### config.mk
export PLATFORM = sky130hd
export DESIGN_NAME = matvec_result_collector
export DESIGN_NICKNAME = d
export VERILOG_FILES = /design/src/rtl/matvec_pkg.sv /design/src/rtl/q_narrow.sv /design/src/rtl/matvec_result_collector.sv
export SDC_FILE = /design/constraint.sdc
export NUM_CORES = 1
export LEC_CHECK = 0
export ABC_AREA = 1
export CORE_ASPECT_RATIO = 0.75
export CORE_MARGIN = 4
export CORE_UTILIZATION = 40
export CTS_BUF_LIST = sky130_fd_sc_hd__clkbuf_4 sky130_fd_sc_hd__clkbuf_8
export DETAILED_ROUTE_END_ITERATION = 16
export HOLD_SLACK_MARGIN = 0.1
export SLEW_MARGIN = 20
export SYNTH_ARGS = -nofsm -noshare
export SYNTH_HDL_FRONTEND = slang
export SYNTH_HIERARCHICAL = 1
export SYNTH_SLANG_ARGS = --single-unit
### constraint.sdc
create_clock -name clk -period 1.8 [get_ports clk]
set_input_delay 0.54 -clock clk [delete_from_list [all_inputs] [get_ports clk]]
set_output_delay 0.54 -clock clk [all_outputs]
set_load 0.01 [all_outputs]
### src/rtl/matvec_pkg.sv
// Shared types and constants for the matvec datapath (Q4.12 words, Q.12 accumulators).
package matvec_pkg;

   localparam int unsigned Q412_FRAC_BITS = 12;
   localparam int unsigned DATA_WIDTH     = 16;
   localparam int unsigned ACC_WIDTH      = 32;

   typedef logic signed [15:0] q412_t;
   typedef logic signed [31:0] acc_t;

   typedef enum logic [1:0] {
      ST_IDLE    = 2'd0,
      ST_COLLECT = 2'd1,
      ST_DONE    = 2'd2
   } collector_state_t;

endpackage

### src/rtl/q_narrow.sv
// Combinational narrowing of one accumulator word: optional round-half-up
// arithmetic shift, then clamp (RESULT_SAT_EN defined) or two's-complement wrap.
module q_narrow
   import matvec_pkg::*;
#(
   parameter int unsigned IN_W  = ACC_WIDTH,
   parameter int unsigned OUT_W = DATA_WIDTH,
   parameter int unsigned SHIFT = 0
) (
   input  logic [IN_W-1:0]  x,
   output logic [OUT_W-1:0] y_c,
   output logic             sat_c
);

   // One guard bit so the rounding add cannot overflow.
   localparam int unsigned EXT_W = IN_W + 1;

   logic signed [EXT_W-1:0] x_ext;
   logic signed [EXT_W-1:0] rounded;
   logic signed [EXT_W-1:0] shifted;

   assign x_ext = signed'({x[IN_W-1], x});

   // Round-half-up only applies when bits are actually shifted out.
   generate
      if (SHIFT > 0) begin : g_round
         assign rounded = x_ext + (EXT_W'(1) << (SHIFT - 1));
      end else begin : g_no_round
         assign rounded = x_ext;
      end
   endgenerate

   assign shifted = rounded >>> SHIFT;

`ifdef RESULT_SAT_EN
   localparam logic signed [EXT_W-1:0] SAT_MAX =
      signed'({{(EXT_W-OUT_W+1){1'b0}}, {(OUT_W-1){1'b1}}});
   localparam logic signed [EXT_W-1:0] SAT_MIN = ~SAT_MAX;

   // Clamp to the signed OUT_W range and flag any clamp.
   always_comb begin
      y_c   = shifted[OUT_W-1:0];
      sat_c = 1'b0;
      if (shifted > SAT_MAX) begin
         y_c   = SAT_MAX[OUT_W-1:0];
         sat_c = 1'b1;
      end else if (shifted < SAT_MIN) begin
         y_c   = SAT_MIN[OUT_W-1:0];
         sat_c = 1'b1;
      end
   end
`else
   logic unused_hi;

   // Plain wrap: keep the low OUT_W bits, never flag saturation.
   always_comb begin
      y_c   = shifted[OUT_W-1:0];
      sat_c = 1'b0;
   end

   assign unused_hi = ^shifted[EXT_W-1:OUT_W];
`endif

endmodule

### src/rtl/matvec_result_collector.sv
// Collects matvec_multiplier row results, narrows them to Q4.12 and re-emits
// them as BANDWIDTH-word vector-write chunks for the next layer.
// Optional saturation instead of wrap: define RESULT_SAT_EN.
module matvec_result_collector
   import matvec_pkg::*;
#(
   parameter int unsigned MAX_ROWS   = 64,
   parameter int unsigned BANDWIDTH  = 16,
   parameter int unsigned DATA_WIDTH = 16,
   parameter int unsigned ACC_WIDTH  = 32,
   parameter int unsigned SHIFT      = 0
) (
   input  logic                                 clk,
   input  logic                                 rst_n,
   input  logic                                 start,
   input  logic [$clog2(MAX_ROWS):0]            num_rows,
   input  logic [ACC_WIDTH-1:0]                 result_in,
   input  logic                                 result_valid,
   output logic                                 vector_write_enable,
   output logic [$clog2(MAX_ROWS)-1:0]          vector_base_addr,
   output logic [BANDWIDTH-1:0][DATA_WIDTH-1:0] vector_in,
   output logic                                 busy,
   output logic                                 done,
   output logic                                 sat_flag
);

   localparam int unsigned CNT_W  = $clog2(MAX_ROWS) + 1;
   localparam int unsigned ADDR_W = $clog2(MAX_ROWS);
   localparam int unsigned LANE_W = (BANDWIDTH > 1) ? $clog2(BANDWIDTH) : 1;

   typedef logic [BANDWIDTH-1:0][DATA_WIDTH-1:0] chunk_t;

   collector_state_t  state_q, state_d;
   logic [CNT_W-1:0]  rows_exp_q, rows_exp_d;
   logic [CNT_W-1:0]  row_count_q, row_count_d;
   logic [LANE_W-1:0] lane_q, lane_d;
   chunk_t            staging_q, staging_d;
   chunk_t            vec_q, vec_d;
   logic [ADDR_W-1:0] base_q, base_d;
   logic              we_q, we_d;
   logic              busy_q, busy_d;
   logic              done_q, done_d;
   logic              sat_q, sat_d;

   logic [DATA_WIDTH-1:0] narrow_y_c;
   logic                  narrow_sat_c;
   logic                  last_lane_c;
   logic                  last_row_c;

   // Shift/round/saturate of the incoming result.
   q_narrow #(
      .IN_W  (ACC_WIDTH),
      .OUT_W (DATA_WIDTH),
      .SHIFT (SHIFT)
   ) u_q_narrow (
      .x     (result_in),
      .y_c   (narrow_y_c),
      .sat_c (narrow_sat_c)
   );

   assign last_lane_c = (lane_q == LANE_W'(BANDWIDTH - 1));
   assign last_row_c  = (CNT_W'(row_count_q + CNT_W'(1)) == rows_exp_q);

   // Next-state and datapath update; start takes priority over result_valid.
   always_comb begin
      state_d     = state_q;
      rows_exp_d  = rows_exp_q;
      row_count_d = row_count_q;
      lane_d      = lane_q;
      staging_d   = staging_q;
      vec_d       = vec_q;
      base_d      = base_q;
      we_d        = 1'b0;
      done_d      = done_q;
      sat_d       = sat_q;

      if (start) begin
         rows_exp_d  = num_rows;
         row_count_d = '0;
         lane_d      = '0;
         staging_d   = '0;
         sat_d       = 1'b0;
         if (num_rows == '0) begin
            state_d = ST_DONE;
            done_d  = 1'b1;
         end else begin
            state_d = ST_COLLECT;
            done_d  = 1'b0;
         end
      end else begin
         case (state_q)
            ST_COLLECT: begin
               if (result_valid) begin
                  staging_d[lane_q] = narrow_y_c;
                  row_count_d       = CNT_W'(row_count_q + CNT_W'(1));
                  lane_d            = LANE_W'(lane_q + LANE_W'(1));
                  sat_d             = sat_q | narrow_sat_c;
                  if (last_lane_c || last_row_c) begin
                     vec_d     = staging_d;
                     base_d    = ADDR_W'(row_count_q - CNT_W'(lane_q));
                     we_d      = 1'b1;
                     lane_d    = '0;
                     staging_d = '0;
                     if (last_row_c) begin
                        done_d  = 1'b1;
                        state_d = ST_DONE;
                     end
                  end
               end
            end
            ST_IDLE, ST_DONE: begin
               state_d = state_q;
            end
            default: begin
               state_d = ST_IDLE;
            end
         endcase
      end

      busy_d = (state_d == ST_COLLECT);
   end

   // State and datapath registers.
   always_ff @(posedge clk or negedge rst_n) begin
      if (!rst_n) begin
         state_q     <= ST_IDLE;
         rows_exp_q  <= '0;
         row_count_q <= '0;
         lane_q      <= '0;
         staging_q   <= '0;
         vec_q       <= '0;
         base_q      <= '0;
         we_q        <= 1'b0;
         busy_q      <= 1'b0;
         done_q      <= 1'b0;
         sat_q       <= 1'b0;
      end else begin
         state_q     <= state_d;
         rows_exp_q  <= rows_exp_d;
         row_count_q <= row_count_d;
         lane_q      <= lane_d;
         staging_q   <= staging_d;
         vec_q       <= vec_d;
         base_q      <= base_d;
         we_q        <= we_d;
         busy_q      <= busy_d;
         done_q      <= done_d;
         sat_q       <= sat_d;
      end
   end

   assign vector_write_enable = we_q;
   assign vector_base_addr    = base_q;
   assign vector_in           = vec_q;
   assign busy                = busy_q;
   assign done                = done_q;
   assign sat_flag            = sat_q;

endmodule

-- Word level (Yosys, flattened, before mapping)
Cells that the tools add are included.
- logic and storage cells: 93
- output and inout bits: 266
- register bits: 541
- add/subtract/negate cells: 3
- mux-type cells: 30
- $lt $le $gt $ge: 2
- bitwise logic cells: 1
- reduce and logical (&&, ||, !) cells: 12
- equality and inequality tests: 5
- operator list (cell ; number):
    2-to-1 mux 256 bit ; 4
    bitwise mux 256 bit ; 1
    demux 16 bit (select 4 bit) ; 1
    2-to-1 mux 7 bit ; 3
    2-to-1 mux 16 bit ; 1
    2-to-1 mux 4 bit ; 4
    2-to-1 mux 1 bit ; 10
    2-to-1 mux 2 bit ; 5
    AND reduction 4 bit ; 2
    nonzero test 2 bit ; 4
    adder 7 x 1 -> 7 bit, second input constant ; 1
    equality test 7 bit ; 1
    logical NOT 7 bit ; 1
    subtractor 6 x 4 -> 6 bit ; 1
    < comparator 4 x 5 -> 1 bit, second input constant ; 1
    adder 4 x 1 -> 4 bit, second input constant ; 1
    equality test 2 x 1 -> 1 bit, second input constant ; 2
    equality test 4 bit, second input constant ; 1
    greater-or-equal comparator 4 x 1 -> 1 bit, second input constant ; 1
    one-hot mux 2 bit (2 select lines) ; 1
    equality test 2 bit, second input constant ; 1
    logical NOT 2 bit ; 1
    AND reduction 2 bit ; 1
    OR reduction 2 bit ; 1
    other kinds (3) ; 3

-- Logic depth before layout (Yosys ltp)
- word-level depth: 9
- depth in mapped cells: 17
- gate-level depth less buffers: 14

-- Cells and area by module
The synthesis kept the hierarchy.
- modules (own cells, without submodules) (module ; instances ; cells each ; area an instance (um2)):
    matvec_result_collector ; 1 ; 3048 ; 24795.0
    q_narrow ; 1 ; 18 ; 131.4

-- Worst setup path before layout
Ideal clock, no wire load.
- kind: flip-flop to flip-flop
- from: reg row_count_q[1]
- to: reg vec_q, in the netlist vector_in[16]
- setup slack: -0.164 ns
- period minus slack after synthesis: 1.964 ns
- cell stages (with the launch flop): 18
- arrival: 1.847 ns
- path through: dfrtp_1 -> ha_1 -> nand2_2 -> nor2_2 -> nand2_1 -> nand2_1 -> nand2_1 -> nand2_1 -> nand2_1 -> nor2_1 -> nand2_2 -> nand2_2 -> nand2_2 -> buf_6 -> buf_6 -> buf_6 -> nand2_1 -> nand2_1
- word-level cells in the longest chain between the ends: 4
- RTL lines (what ; RTL line ; RTL):
    from (decl) ; matvec_result_collector.sv:35 ; logic [CNT_W-1:0] row_count_q, row_count_d;
    from (signal assigned) ; matvec_result_collector.sv:140 ; row_count_q <= row_count_d;
    adder 7 x 1 -> 7 bit ; matvec_result_collector.sv:62 ; assign last_row_c = (CNT_W'(row_count_q + CNT_W'(1)) == rows_exp_q);
    equality test 7 bit ; matvec_result_collector.sv:62 ;
    logical OR 1 bit ; matvec_result_collector.sv:98 ; if (last_lane_c || last_row_c) begin
    AND reduction 4 bit (no source line) ; n/a ;
    to (signal assigned) ; matvec_result_collector.sv:143 ; vec_q <= vec_d;
    to (decl) ; matvec_result_collector.sv:38 ; chunk_t vec_q, vec_d;
Every way passes these cells.
A chain may end at the register's enable or synchronous reset.

-- Final worst setup path
- from: reg row_count_q[1]
- to: reg vec_q, in the netlist vector_in[66]
Same word-level chain as after synthesis.

==> results.txt <==
status - finished with violations
violated checks - setup timing
reg2reg path depth - 17
Seq/Total Area, Yosys - 0.5441
max_cap viols - 0
iteration-0 DRC count of the detailed router - 2,769
io pins - 309
FF-to-FF End - vector_in[66]
area of the mapped netlist - 0.02493 mm²
crit end category - flop
Worst setup endpoint - vector_in[66]
first-pass GRT wire length - 138,500 µm
antenna violations before repair - 4
Req. time, crit path - 2.38 ns
Die X - 296.3 µm
Synth Register Bits - 542
class of the worst hold path - in2async
Power per Cell Area - 786.1 mW/mm²
GP Congestion - 0.8193
CTS tree - built
DIE HEIGHT - 224.2 µm
Initial Utilization - 0.4080
multiplexer area fraction after synthesis - 0
vias in the first global route - 24,140
Syn Area/Cell - 8.130 µm²
Max clock buf depth - 3
critical path type - reg2reg
Final HPWL DP - 54,530 µm
Total GRT Usage - 0.2649
worst setup path startpoint - row_count_q[1]
final global-route overflow total - 0
crit share post-route - 1.277
routed vias - 24,380
Clock Latency Late Sink - 0.70 ns
syn_nets - 3,119
Gate Count Post-Synth - 3,066
pre-CTS setup slack - -0.5809 ns
share of cells above drive strength 1 - 0.3037
Peak VDD IR - 0.4497 mV
routed len/inst - 20.06 µm
Final setup viols - 558
Tmin final - 2.299 ns
XOR/XNOR share of the synthesized area - 0.002811
Post-Synth Simple-Gate Area - 0.2725
synth top area cells - dfrtp_1, nand2_1, nand3_1
Slew HR - 0.6457
Worst-Margin Slew - 0.5258 ns
commonest non-fill, non-tap cell in the layout - nand2_1
drt pass-1 iters - 7
crit-path max FO - 7
post-synthesis adder-cell area fraction - 0.005321
full die area - 0.06641 mm²
setup_tns - -203.42 ns
number of port buffers - 292
cts bufs inserted - 88
Clock Tree Root - clkbuf_8
Reg clk slew, reported paths - 0.07 ns
Synth area leader - dfrtp_1
fin worst setup slack - -0.4987 ns
final instance area - 0.03535 mm²
crit path DAT - 2.88 ns
Core Box Area - 0.06109 mm²
Slew Viols, Final - 0
complex-gate fraction of the synthesized area - 0.1080
most frequent cells in the layout - nand2_1, dfrtp_1, nand3_1
largest family of logic cells by synthesized area - simple AND/OR/NAND/NOR gates
fmax - 435.0 MHz
Placed Area - 0.03096 mm²
Detail Route Antenna Nets - 0
Total Wirelength - 89,690 µm
Clock Sink Count - 542
nets - 3,652
RSZ-0062 raised after global routing - yes
R2R Setup Slk - -0.50 ns
critical path launch point type - flop
final hold violations - 0
number of fill cells - 5,274
top cell type's share of synthesized area - 0.5441
Via density - 5.453
count of cell types in the netlist - 26
largest net degree at the start of global routing - 69
LEAKAGE - 17.49 nW
Max Clock Skew - 0.02348 ns
R2R Path Start - row_count_q[1]
Ys Warns - 6
H-tree levels - 3
DRC - 0
row cnt - 78
Area Overhead vs Synth - 41.81%
-- cell type report --
| type | instances | area (µm²) | area share |
|---|---|---|---|
| multi-input cells | 2182 | 10870 | 0.3074 |
| diodes | 2 | 5.005 | 0.0001416 |
| repair buffers | 724 | 7575 | 0.2143 |
| clock buffers | 133 | 1718 | 0.04860 |
| inverters | 61 | 244.0 | 0.006902 |
| flip-flops and latches | 542 | 13570 | 0.3839 |
| clock inverters | 26 | 367.9 | 0.01041 |
| well taps | 800 | 1001 | 0.02832 |
-- metrics by stage --
| step | utilization | std cells | total power [W] | hold WS, ns |
|---|---|---|---|---|
| after floorplan | - | 3066 | 0.01364 | 0.2444 |
| after global placement | 0.5068 | 4129 | 0.01501 | 0.4540 |
| after detailed placement | 0.5068 | 4129 | 0.01506 | 0.4574 |
| after CTS | 0.5702 | 4457 | 0.02795 | 0.2997 |
| after global routing | 0.5786 | 4469 | 0.02879 | 0.3224 |
| final | 0.5786 | 4470 | 0.02779 | 0.3411 |
-- routing by layer --
metal  vias up  track usage  routed length (µm)
met5         -            0                  20
met2      1054       0.4137               41320
li1      11200            -                   -
met4         2      0.08879                2807
met1     11910       0.3704               38150
met3       216      0.05471                7385
-- state kept, by name, indices dropped and copies added (netlist names) --
register	count
lane_q	4
sat_flag	1
row_count_q	7
rows_exp_q	7
busy	1
vector_base_addr	6
vector_in	256
done	1
staging_q	256
state_q	2
vector_write_enable	1
-- worst min-delay path by stage --
stage                     slack, ns  cells after the start              to           start
after floorplan                0.24                      0            busy           rst_n
final                          0.34                      2  vector_in[232]           rst_n
after global placement         0.45                      2  vector_in[189]  vector_in[189]
after detailed placement       0.46                      2  vector_in[185]  vector_in[185]
after CTS                      0.30                      2  vector_in[213]           rst_n
after global routing           0.32                      2  vector_in[210]           rst_n
-- kinds of logic (layout without fill, tap and decap cells) --
group	after synthesis	in the layout
AO/OA/AOI/OAI	536	536
XOR/XNOR	8	8
adder cells (fa/ha/maj)	10	10
buffers and inverters	343	944
flip-flops	542	542
other	1	3
AND/OR/NAND/NOR	1626	1627
-- critical path: stages, from the launching register on --
cell and delay, ns:
dfrtp_1 0.43, buf_6 0.15, buf_4 0.13, nand2_1 0.05, nor2_1 0.04, nand2_1 0.12, nand2_2 0.08, nand3_2 0.06
nand2_1 0.06, nor2_2 0.12, nand2_2 0.11, nand2_8 0.13, nand2_8 0.11, buf_12 0.17, buf_12 0.14, clkbuf_16 0.16
nand2_2 0.05, nand2_1 0.05
-- timing repair --
| action | CTS | global route |
|---|---|---|
| endpoints found under the setup margin | 793 | 778 |
| gates cloned | 42 | 8 |
| gates resized for setup | 1286 | 107 |
| hold buffers | 1 | 0 |
| endpoints found under the hold margin | 153 | 0 |
| pin swaps | 18 | 15 |
| setup buffers | 126 | 6 |
-- cells in the mapped netlist, drive strengths merged --
cell	number
o21ai	509
ha	9
buf	97
a21oi	19
xnor2	1
nand4	2
fa	1
nand3	525
nand3b	2
clkinv	1
clkbuf	185
nor2	12
o22ai	8
inv	60
xor2	7
nand2	1083
dfrtp	542
conb	1
nor4	1
nor3	1
-- where the power goes --
part	switching (W)	internal (W)	total [W]
clock network	0.00525	0.00739	0.0126
registers	0.000111	0.0123	0.0124
logic	0.00167	0.00103	0.00271
total	0.00703	0.0208	0.0278
(Power assumes the default switching activity.)
